[config.mk]
export PLATFORM = sky130hd
export DESIGN_NAME = eth_frame_builder
export DESIGN_NICKNAME = d
export VERILOG_FILES = /design/src/rtl/eth_pkg.sv /design/src/rtl/eth_hdr_serializer.sv /design/src/rtl/eth_frame_builder.sv
export SDC_FILE = /design/constraint.sdc
export NUM_CORES = 1
export LEC_CHECK = 0
export CAP_MARGIN = 20
export CORE_MARGIN = 5
export CORE_UTILIZATION = 50
export DETAILED_ROUTE_END_ITERATION = 16
export PLACE_DENSITY = 0.81
export SLEW_MARGIN = 15
export SYNTH_ARGS = -nofsm -noshare
export SYNTH_HDL_FRONTEND = slang
export SYNTH_SLANG_ARGS = --single-unit
[constraint.sdc]
create_clock -name clk -period 3.4 [get_ports clk]
set_clock_uncertainty 0.1 [all_clocks]
set_input_delay 1.02 -clock clk [delete_from_list [all_inputs] [get_ports clk]]
set_output_delay 1.02 -clock clk [all_outputs]
set_load 0.02 [all_outputs]
[src/rtl/eth_pkg.sv]
// Shared Ethernet TX definitions: header geometry, field widths and the frame-builder state encoding.
package eth_pkg;
    localparam int ETH_HDR_BYTES       = 14;
    localparam int ETH_MIN_FRAME_BYTES = 60;
    localparam int ETH_MAC_W           = 48;
    localparam int ETH_TYPE_W          = 16;
    localparam int ETH_HDR_W           = ETH_HDR_BYTES * 8;

    typedef enum logic [1:0] {
        ST_IDLE,
        ST_HEADER,
        ST_PAYLOAD,
        ST_PAD
    } tx_state_t;
endpackage

[src/rtl/eth_hdr_serializer.sv]
// Captures the 14-byte Ethernet header on load and presents header byte idx_i (byte 0 = dst MAC MSB).
// Output is combinational from the capture register and the index; it is 0 for indices past the header.
module eth_hdr_serializer
    import eth_pkg::*;
(
    input  logic                  clk_i,
    input  logic                  rst_i,
    input  logic                  load_i,
    input  logic [ETH_MAC_W-1:0]  dst_mac_i,
    input  logic [ETH_MAC_W-1:0]  src_mac_i,
    input  logic [ETH_TYPE_W-1:0] ethertype_i,
    input  logic [3:0]            idx_i,
    output logic [7:0]            byte_o
);
    logic [ETH_HDR_W-1:0] hdr_q;
    logic [ETH_HDR_W-1:0] hdr_d;
    logic [ETH_HDR_W-1:0] hdr_shifted;

    always_comb begin
        hdr_d = hdr_q;
        if (load_i) begin
            hdr_d = {dst_mac_i, src_mac_i, ethertype_i};
        end
    end

    always_ff @(posedge clk_i) begin
        if (rst_i) begin
            hdr_q <= '0;
        end else begin
            hdr_q <= hdr_d;
        end
    end

    // Shifting left brings the indexed byte to the top; indices 14/15 shift in zeros.
    assign hdr_shifted = hdr_q << {idx_i, 3'b000};
    assign byte_o      = hdr_shifted[ETH_HDR_W-1 -: 8];
endmodule

[src/rtl/eth_frame_builder.sv]
// Serializes header + payload (+ zero pad to MIN_FRAME_BYTES) onto a byte AXI-Stream; header byte 0 one cycle after hdr accept.
// Payload is a zero-latency pass-through with tready forwarded upstream; header/pad bytes are held stable under backpressure.
module eth_frame_builder
    import eth_pkg::*;
#(
    parameter int MIN_FRAME_BYTES = ETH_MIN_FRAME_BYTES,
    parameter bit PAD_EN          = 1'b1
)
(
    input  logic                  clk,
    input  logic                  rst,
    input  logic                  hdr_valid,
    output logic                  hdr_ready,
    input  logic [ETH_MAC_W-1:0]  hdr_dst_mac,
    input  logic [ETH_MAC_W-1:0]  hdr_src_mac,
    input  logic [ETH_TYPE_W-1:0] hdr_ethertype,
    input  logic [7:0]            s_axis_tdata,
    input  logic                  s_axis_tvalid,
    output logic                  s_axis_tready,
    input  logic                  s_axis_tlast,
    output logic [7:0]            m_axis_tdata,
    output logic                  m_axis_tvalid,
    input  logic                  m_axis_tready,
    output logic                  m_axis_tlast,
    output logic                  tx_frame_start,
    output logic                  tx_frame_end,
    output logic                  tx_frame_padded
);
    localparam int              CW       = $clog2(MIN_FRAME_BYTES + 1);
    localparam logic [CW-1:0]   CNT_MAX  = CW'(MIN_FRAME_BYTES);
    localparam logic [CW-1:0]   CNT_LAST = CW'(MIN_FRAME_BYTES - 1);
    localparam logic [CW-1:0]   HDR_LAST = CW'(ETH_HDR_BYTES - 1);

    tx_state_t     state_q, state_d;
    logic [CW-1:0] byte_cnt_q, byte_cnt_d;
    logic [7:0]    hdr_byte;
    logic          hdr_load;
    logic          pad_needed;
    logic          out_acc;
    logic          hdr_rdy_c, s_rdy_c, tvalid_c, tlast_c;
    logic [7:0]    tdata_c;

    assign hdr_load = (state_q == ST_IDLE) && hdr_valid && !rst;

    eth_hdr_serializer u_hdr_ser (
        .clk_i       (clk),
        .rst_i       (rst),
        .load_i      (hdr_load),
        .dst_mac_i   (hdr_dst_mac),
        .src_mac_i   (hdr_src_mac),
        .ethertype_i (hdr_ethertype),
        .idx_i       (byte_cnt_q[3:0]),
        .byte_o      (hdr_byte)
    );

    // byte_cnt_q counts bytes already accepted, so the current beat is byte number byte_cnt_q+1.
    assign pad_needed = PAD_EN && (byte_cnt_q < CNT_LAST);

    always_comb begin
        hdr_rdy_c = 1'b0;
        s_rdy_c   = 1'b0;
        tvalid_c  = 1'b0;
        tlast_c   = 1'b0;
        tdata_c   = 8'h00;
        case (state_q)
            ST_IDLE: begin
                hdr_rdy_c = 1'b1;
            end
            ST_HEADER: begin
                tvalid_c = 1'b1;
                tdata_c  = hdr_byte;
            end
            ST_PAYLOAD: begin
                tvalid_c = s_axis_tvalid;
                tdata_c  = s_axis_tdata;
                s_rdy_c  = m_axis_tready;
                tlast_c  = s_axis_tlast && !pad_needed;
            end
            ST_PAD: begin
                tvalid_c = 1'b1;
                tlast_c  = (byte_cnt_q == CNT_LAST);
            end
            default: ;
        endcase
    end

    assign out_acc = tvalid_c && m_axis_tready;

    always_comb begin
        state_d    = state_q;
        byte_cnt_d = byte_cnt_q;
        if (state_q == ST_IDLE) begin
            byte_cnt_d = '0;
        end else if (out_acc && (byte_cnt_q != CNT_MAX)) begin
            byte_cnt_d = byte_cnt_q + 1'b1;
        end
        case (state_q)
            ST_IDLE:    if (hdr_valid) state_d = ST_HEADER;
            ST_HEADER:  if (out_acc && (byte_cnt_q == HDR_LAST)) state_d = ST_PAYLOAD;
            ST_PAYLOAD: if (out_acc && s_axis_tlast) state_d = pad_needed ? ST_PAD : ST_IDLE;
            ST_PAD:     if (out_acc && tlast_c) state_d = ST_IDLE;
            default:    state_d = ST_IDLE;
        endcase
    end

    always_ff @(posedge clk) begin
        if (rst) begin
            state_q    <= ST_IDLE;
            byte_cnt_q <= '0;
        end else begin
            state_q    <= state_d;
            byte_cnt_q <= byte_cnt_d;
        end
    end

    // Reset forces every output low, even though the state register only clears at the edge.
    assign hdr_ready       = hdr_rdy_c & ~rst;
    assign s_axis_tready   = s_rdy_c & ~rst;
    assign m_axis_tvalid   = tvalid_c & ~rst;
    assign m_axis_tlast    = tlast_c & ~rst;
    assign m_axis_tdata    = rst ? 8'h00 : tdata_c;
    assign tx_frame_start  = out_acc && (state_q == ST_HEADER) && (byte_cnt_q == '0) && !rst;
    assign tx_frame_end    = out_acc && tlast_c && !rst;
    assign tx_frame_padded = out_acc && tlast_c && (state_q == ST_PAD) && !rst;
endmodule
======== Yosys cells after proc, flatten, opt, wreduce, memory -nomap -nowiden ========
Cells that the tools add are included.
storage, ports and cells
  register bits ........................... 120
  input bits .............................. 126
  output and inout port bits .............. 15
  word-level logic and storage cells ...... 54
cells by class
  add/sub/neg operators ................... 1
  magnitude comparators ................... 1
  equality and inequality tests ........... 10
  shift-type cells ........................ 1
  mux-type cells .......................... 12
  bitwise logic cells ..................... 5
  reductions and logical operators ........ 21
operator list
  cell                 number
  $shl 112x7->112      1
  $pmux 8 s2           1
  $logic_and 1x1->1    14
  $mux 2               5
  $mux 8               1
  $ne 2x2->1 const B   4
  $pmux 2 s4           1
  $add 6x1->6 const B  1
  $eq 6x4->1 const B   1
  $eq 6x6->1 const B   1
  $logic_not 6->1      1
  $lt 6x6->1 const B   1
  $ne 6x6->1 const B   1
  $and 1x1->1          4
  $eq 2x2->1 const B   2
  $pmux 1 s2           2
  $reduce_and 4->1     1
  $reduce_or 2->1      2
  $eq 2x1->1 const B   1
  $logic_not 1->1      2
  $logic_not 2->1      1
  $mux 1               2
  $not 1->1            1

======== Depth between registers and ports, before layout ========
Gate-level depths: netlist of run 1.
  depth in word-level cells ............... 7
  gate-level depth with buffers ........... 10
  mapped depth without buffers ............ 7

======== Cells and area by module ========
From an unflattened synthesis of run 1, not the netlist that was laid out.
unflattened totals
  cells, all modules ...................... 530
  area, all modules ....................... 5671.7 um2
by module, submodules not included
  module              instances  cells an instance  area each (um2)  sequential area each (um2)
  eth_hdr_serializer  1          432                4813.4           2242.2
  eth_frame_builder   1          98                 858.3            160.2

======== Worst setup path before layout of run 1 ========
No wires, ideal clock.
  path type ............................... in2out
  from .................................... input rst
  to ...................................... output tx_frame_padded
  arrival ................................. 2.189 ns
  slack ................................... 0.091 ns
  stages on the path ...................... 3
  cell sequence ........................... clkbuf_1 -> a211oi_1 -> and3_1
between the ends
  longest elaborated chain between the ends .. 2
ends and longest elaborated chain
  element            line                      source
  from (decl)        eth_frame_builder.sv:11   input logic rst,
  $logic_not 1->1    eth_frame_builder.sv:124  assign tx_frame_padded = out_acc && tlast_c && (state_q == ST_PAD) && !rst;
  $logic_and 1x1->1  eth_frame_builder.sv:124
  to (decl)          eth_frame_builder.sv:27   output logic tx_frame_padded
No other way between the ends.

======== Final worst setup path of run 1 ========
  from .................................... input s_axis_tlast
  to ...................................... output tx_frame_padded
between the ends
  longest elaborated chain between the ends .. 5
ends and longest elaborated chain
  element                          line                      source
  from (decl)                      eth_frame_builder.sv:20   input logic s_axis_tlast,
  $logic_and 1x1->1                eth_frame_builder.sv:77   tlast_c = s_axis_tlast && !pad_needed;
  $pmux 1 s2                       eth_frame_builder.sv:65   case (state_q)
  $logic_and 1x1->1 (3 in series)  eth_frame_builder.sv:124
No other way between the ends.

==> summary.md, run 1 <==
| Metric | Value |
|---|---|
| Status | completed |
| Hold buffers post-CTS | 0 |
| FF-to-FF End | state_q[1] |
| Core footprint | ~11000 um2 |
| Arr. time, crit path | between 2 and 2.5 ns |
| Fin crit share | 99.45% |
| Clock transition at path regs | about 0.050 ns |
| Final setup fails | 0 |
| Pre-Repair DR Iteration Count | 5 |
| Routed WL | roughly 16000 um |
| Post-Place Cell Area | roughly 7400 um2 |
| Reg area | 2411 um2 |
| Post-Synthesis Cells | about 700 |
| Slew HR | between 60% and 70% |
| Setup Crit Path Kind | input port to primary output |
| Crit-path cells | clkdlybuf4s50_1 -> nand2_1 -> a211oi_2 -> and3_1 -> buf_4 |
| Static Leak | about 3 nW |
| Area of the multi-input gates | just over 3000 um2 |
| All-Layer GR Usage | 22.84% |
| Sw power | 1.273 mW |
| Grt ovf | 0 |
| Vias per inst | 5.283 |
| NumNets Final | ~950 |
| Post-layout util | between 70% and 80% |
| First-pass GRT wire length | ~26000 um |
| Ant. Diodes | 0 |
| GR Layer Usage met2 | a little over a third |
| Yosys reg bits | 120 |
| # rows | 39 |
| Worst path setup slack after routing | approximately 0.019 ns |
| CTS Root Cell | clkbuf_16 |
| DP Worst Slack | -0.4575 ns |
| CP endpoint kind | primary output |
| Ports | roughly 140 |
| Sw Ratio | roughly 28% |
| Worst path bufs/invs | 2 |
| Netlist cell types | 40 |
| Die Y | ~120 um |
| Internal power | 3.313 mW |
| Post-DRT Antenna Nets | 0 |
| Seq/Total Area, Yosys | a little over two fifths |
| Clock Tree Buf Depth | 2 |
| P&R area growth vs syn | 39.33% |
| Power Density | about 570 nW/um2 |
| Fillers | 875 |
| Max-Cap Viols | 0 |
| DIE WIDTH | between 100 and 150 um |
| Critical Path Max Stage Delay | roughly 0.49 ns |
| Clock Sinks | between 100 and 150 |
| Power share of the sequential group | 39.3% |
| Crit start category | input port |
| Layout cells sized above 1 | between 10% and 20% |
| Combinational power share | 22.4% |
| Via count | slightly above 5000 |
| Reg-to-Reg Start | state_q[0] |
| WHS Path Cells | 2 |
| Initial DRC count | between 400 and 500 |
| RePlAce Congestion | 0.8540 |
| Clock share of power | 38.3% |
| H-tree levels | 4 |
| Met1 global-route usage | roughly 31% |
| Hold Path Class | flop to flop |
| Remaining DRCs | 0 |
| CP top delay family | buffers and inverters |
| Routed len/inst | between 15 and 20 um |
| Synth warn | 0 |
| Starting Density | between 50 and 60% |
| RSZ-0062 raised after global routing | yes |
| Fin area | 8023 um2 |
| Hold Fails Final Rpt | 0 |
| Destination of the worst hold path | u_hdr_ser.hdr_q[47] |
| Slowest CP cell | clkdlybuf4s50_1 |
| CTS buffer count | 17 |
| Slew Limit Fails | 0 |
| Reg2reg setup slack | around 1.0 ns |
| Crit path time final | ~3.4 ns |
| CP required | approximately 2.3 ns |
| Die area | about 14000 um2 |
| Initial antenna violation count | 0 |
| Number of global-route vias before repair | 5255 |
| Worst-margin pin slew | just over 0.5 ns |
| DP Wirelength | approximately 11000 um |
| Worst hold path startpoint | u_hdr_ser.hdr_q[47] |
| Netlist Area Pre-Place | 5758 um2 |
| I/O Buffers | 140 |
| Worst Reg-to-Reg Cells | 8 |
| Syn_nets | roughly 800 |
| Highest Clock Rate | 0.2957 GHz |
| Grt met3 use | 6.015% |
| TritonCTS clock tree | built |
| Worst-skew pair later-pin latency | a little over 0.4 ns |
| Pin count of the biggest net entering global routing | 138 |
| Synthesized area per cell | 8.455 um2 |
| Top fanout value on the critical path | 3 |
| Gr busiest metal | met2 |
| Peak VDD IR | between 0.6 and 0.7 mV |
state kept, by name, summed over array words and instances (netlist names):
signal	cells
byte_cnt_q	6
state_q	2
u_hdr_ser.hdr_q	112
cell usage in the layout, fill, tap and decap left out, drive strengths merged, types with 3 or more instances in the layout:
cell type / netlist / routed
nand3: 4 / 4
nand2b: 114 / 114
clkbuf: 28 / 28
clkinv: 0 / 3
ha: 7 / 7
dfxtp: 120 / 120
a21oi: 17 / 17
clkdlybuf4s50: 0 / 123
inv: 16 / 17
buf: 23 / 36
mux4: 25 / 25
dlygate4sd2: 0 / 3
nor2: 14 / 14
xnor2: 3 / 3
a211oi: 3 / 3
nand2: 143 / 143
o21ai: 129 / 129
and2: 3 / 3
and3: 3 / 3
mux2: 7 / 7
power groups by stage:
| stage | registers (mW) | logic [mW] | clock network [mW] |
|---|---|---|---|
| finish | 1.80 | 1.03 | 1.76 |
| global placement | 1.81 | 0.992 | 0 |
| detailed placement | 1.82 | 1.01 | 0 |
| floorplan | 1.78 | 0.662 | 0 |
| global route | 1.83 | 1.14 | 1.86 |
| CTS | 1.80 | 1.02 | 1.78 |
synthesized netlist by cell type (all sizes together):
| cell type | n | share of area (%) |
|---|---|---|
| xnor2 | 3 | 0.46 |
| buf | 23 | 2.0 |
| nand3 | 4 | 0.35 |
| or3 | 1 | 0.11 |
| o21ai | 129 | 11 |
| and3b | 2 | 0.30 |
| nor2 | 14 | 0.91 |
| or4 | 1 | 0.13 |
| and4 | 1 | 0.15 |
| dfxtp | 120 | 42 |
| a21oi | 17 | 1.5 |
| mux2 | 7 | 1.4 |
| a32oi | 1 | 0.15 |
| or2 | 1 | 0.11 |
| nand2 | 143 | 9.3 |
| o2111ai | 1 | 0.15 |
| nor3 | 1 | 0.28 |
| mux4 | 25 | 9.8 |
| clkbuf | 28 | 1.8 |
| and3 | 3 | 0.33 |
| a311o | 1 | 0.17 |
| and2 | 3 | 0.33 |
| a221oi | 2 | 0.30 |
| nand2b | 114 | 12 |
| inv | 16 | 1.0 |
| nor2b | 1 | 0.11 |
| o31ai | 1 | 0.13 |
| ha | 7 | 1.5 |
| mux2i | 2 | 0.35 |
| nor4b | 1 | 0.15 |
| xor2 | 2 | 0.30 |
| nand3b | 2 | 0.26 |
| and2b | 1 | 0.13 |
| a211oi | 3 | 0.61 |
stage by stage:
step | setup TNS [ns] | instances | hold slack [ns] | total power [mW]
floorplan | 0 | 681 | 0.3387 | 2.439
global placement | -2.046 | 941 | 0.3477 | 2.798
detailed placement | -2.588 | 941 | 0.3538 | 2.838
CTS | 0 | 973 | 0.3639 | 4.604
global route | -0.02349 | 975 | 0.3829 | 4.822
finish | 0 | 975 | 0.3625 | 4.586
logic make-up (layout without fill, tap and decap cells):
| logic type | Yosys count | in the layout | synth area share [%] |
|---|---|---|---|
| compound gates | 155 | 155 | 14.21 |
| simple gates | 293 | 293 | 25.40 |
| xor+xnor | 5 | 5 | 0.7607 |
| mux | 34 | 34 | 11.50 |
| buf+inv | 67 | 218 | 4.889 |
| fa+ha+maj | 7 | 7 | 1.521 |
| flops | 120 | 120 | 41.72 |
layout make-up:
type	instances	area share, %
Inverter	16	0.7486
Clock inverter	7	1.138
Timing Repair Buffer	171	21.02
Clock buffer	24	6.129
Sequential cell	120	30.05
Tap cell	143	2.230
Multi-Input combinational cell	494	38.68
timing repair:
item,4_1_cts,5_1_grt
setup buffers,0,2
resized for setup,38,23
endpoints found under the setup margin,15,11
gates cloned,1,0
pin swaps,0,2
worst min-delay path, stage by stage (launching register included):
cell,delay [ns]
dfxtp_1,0.31
nand2b_1,0.06
o21ai_1,0.05
routing by layer:
layer  wire length, um  part of all wire (%)
met3               757                   4.9
met1              7025                    45
met5                 0                     0
met2              7526                    48
met4               246                   1.6
worst max-delay path by stage:
stage | startpoint | slack [ns] | depth (start not counted) | to
finish | s_axis_tlast | 0.02 | 5 | tx_frame_padded
global route | s_axis_tlast | -0.02 | 5 | tx_frame_padded
CTS | m_axis_tready | 0.003 | 3 | s_axis_tready
detailed placement | s_axis_tlast | -0.46 | 5 | tx_frame_padded
global placement | s_axis_tlast | -0.38 | 5 | tx_frame_padded
floorplan | rst | 0.09 | 3 | tx_frame_padded
Power figures use the tool's default switching activity.
==> inputs of run 2 (changes only) <==
--- a/config.mk
+++ b/config.mk
@@ -10,7 +10,6 @@
 export CORE_UTILIZATION = 50
 export DETAILED_ROUTE_END_ITERATION = 16
 export PLACE_DENSITY = 0.81
-export SLEW_MARGIN = 15
 export SYNTH_ARGS = -nofsm -noshare
 export SYNTH_HDL_FRONTEND = slang
 export SYNTH_SLANG_ARGS = --single-unit
==> results of run 2 <==
Final layout, timing and power as in run 1 (identical DEF).
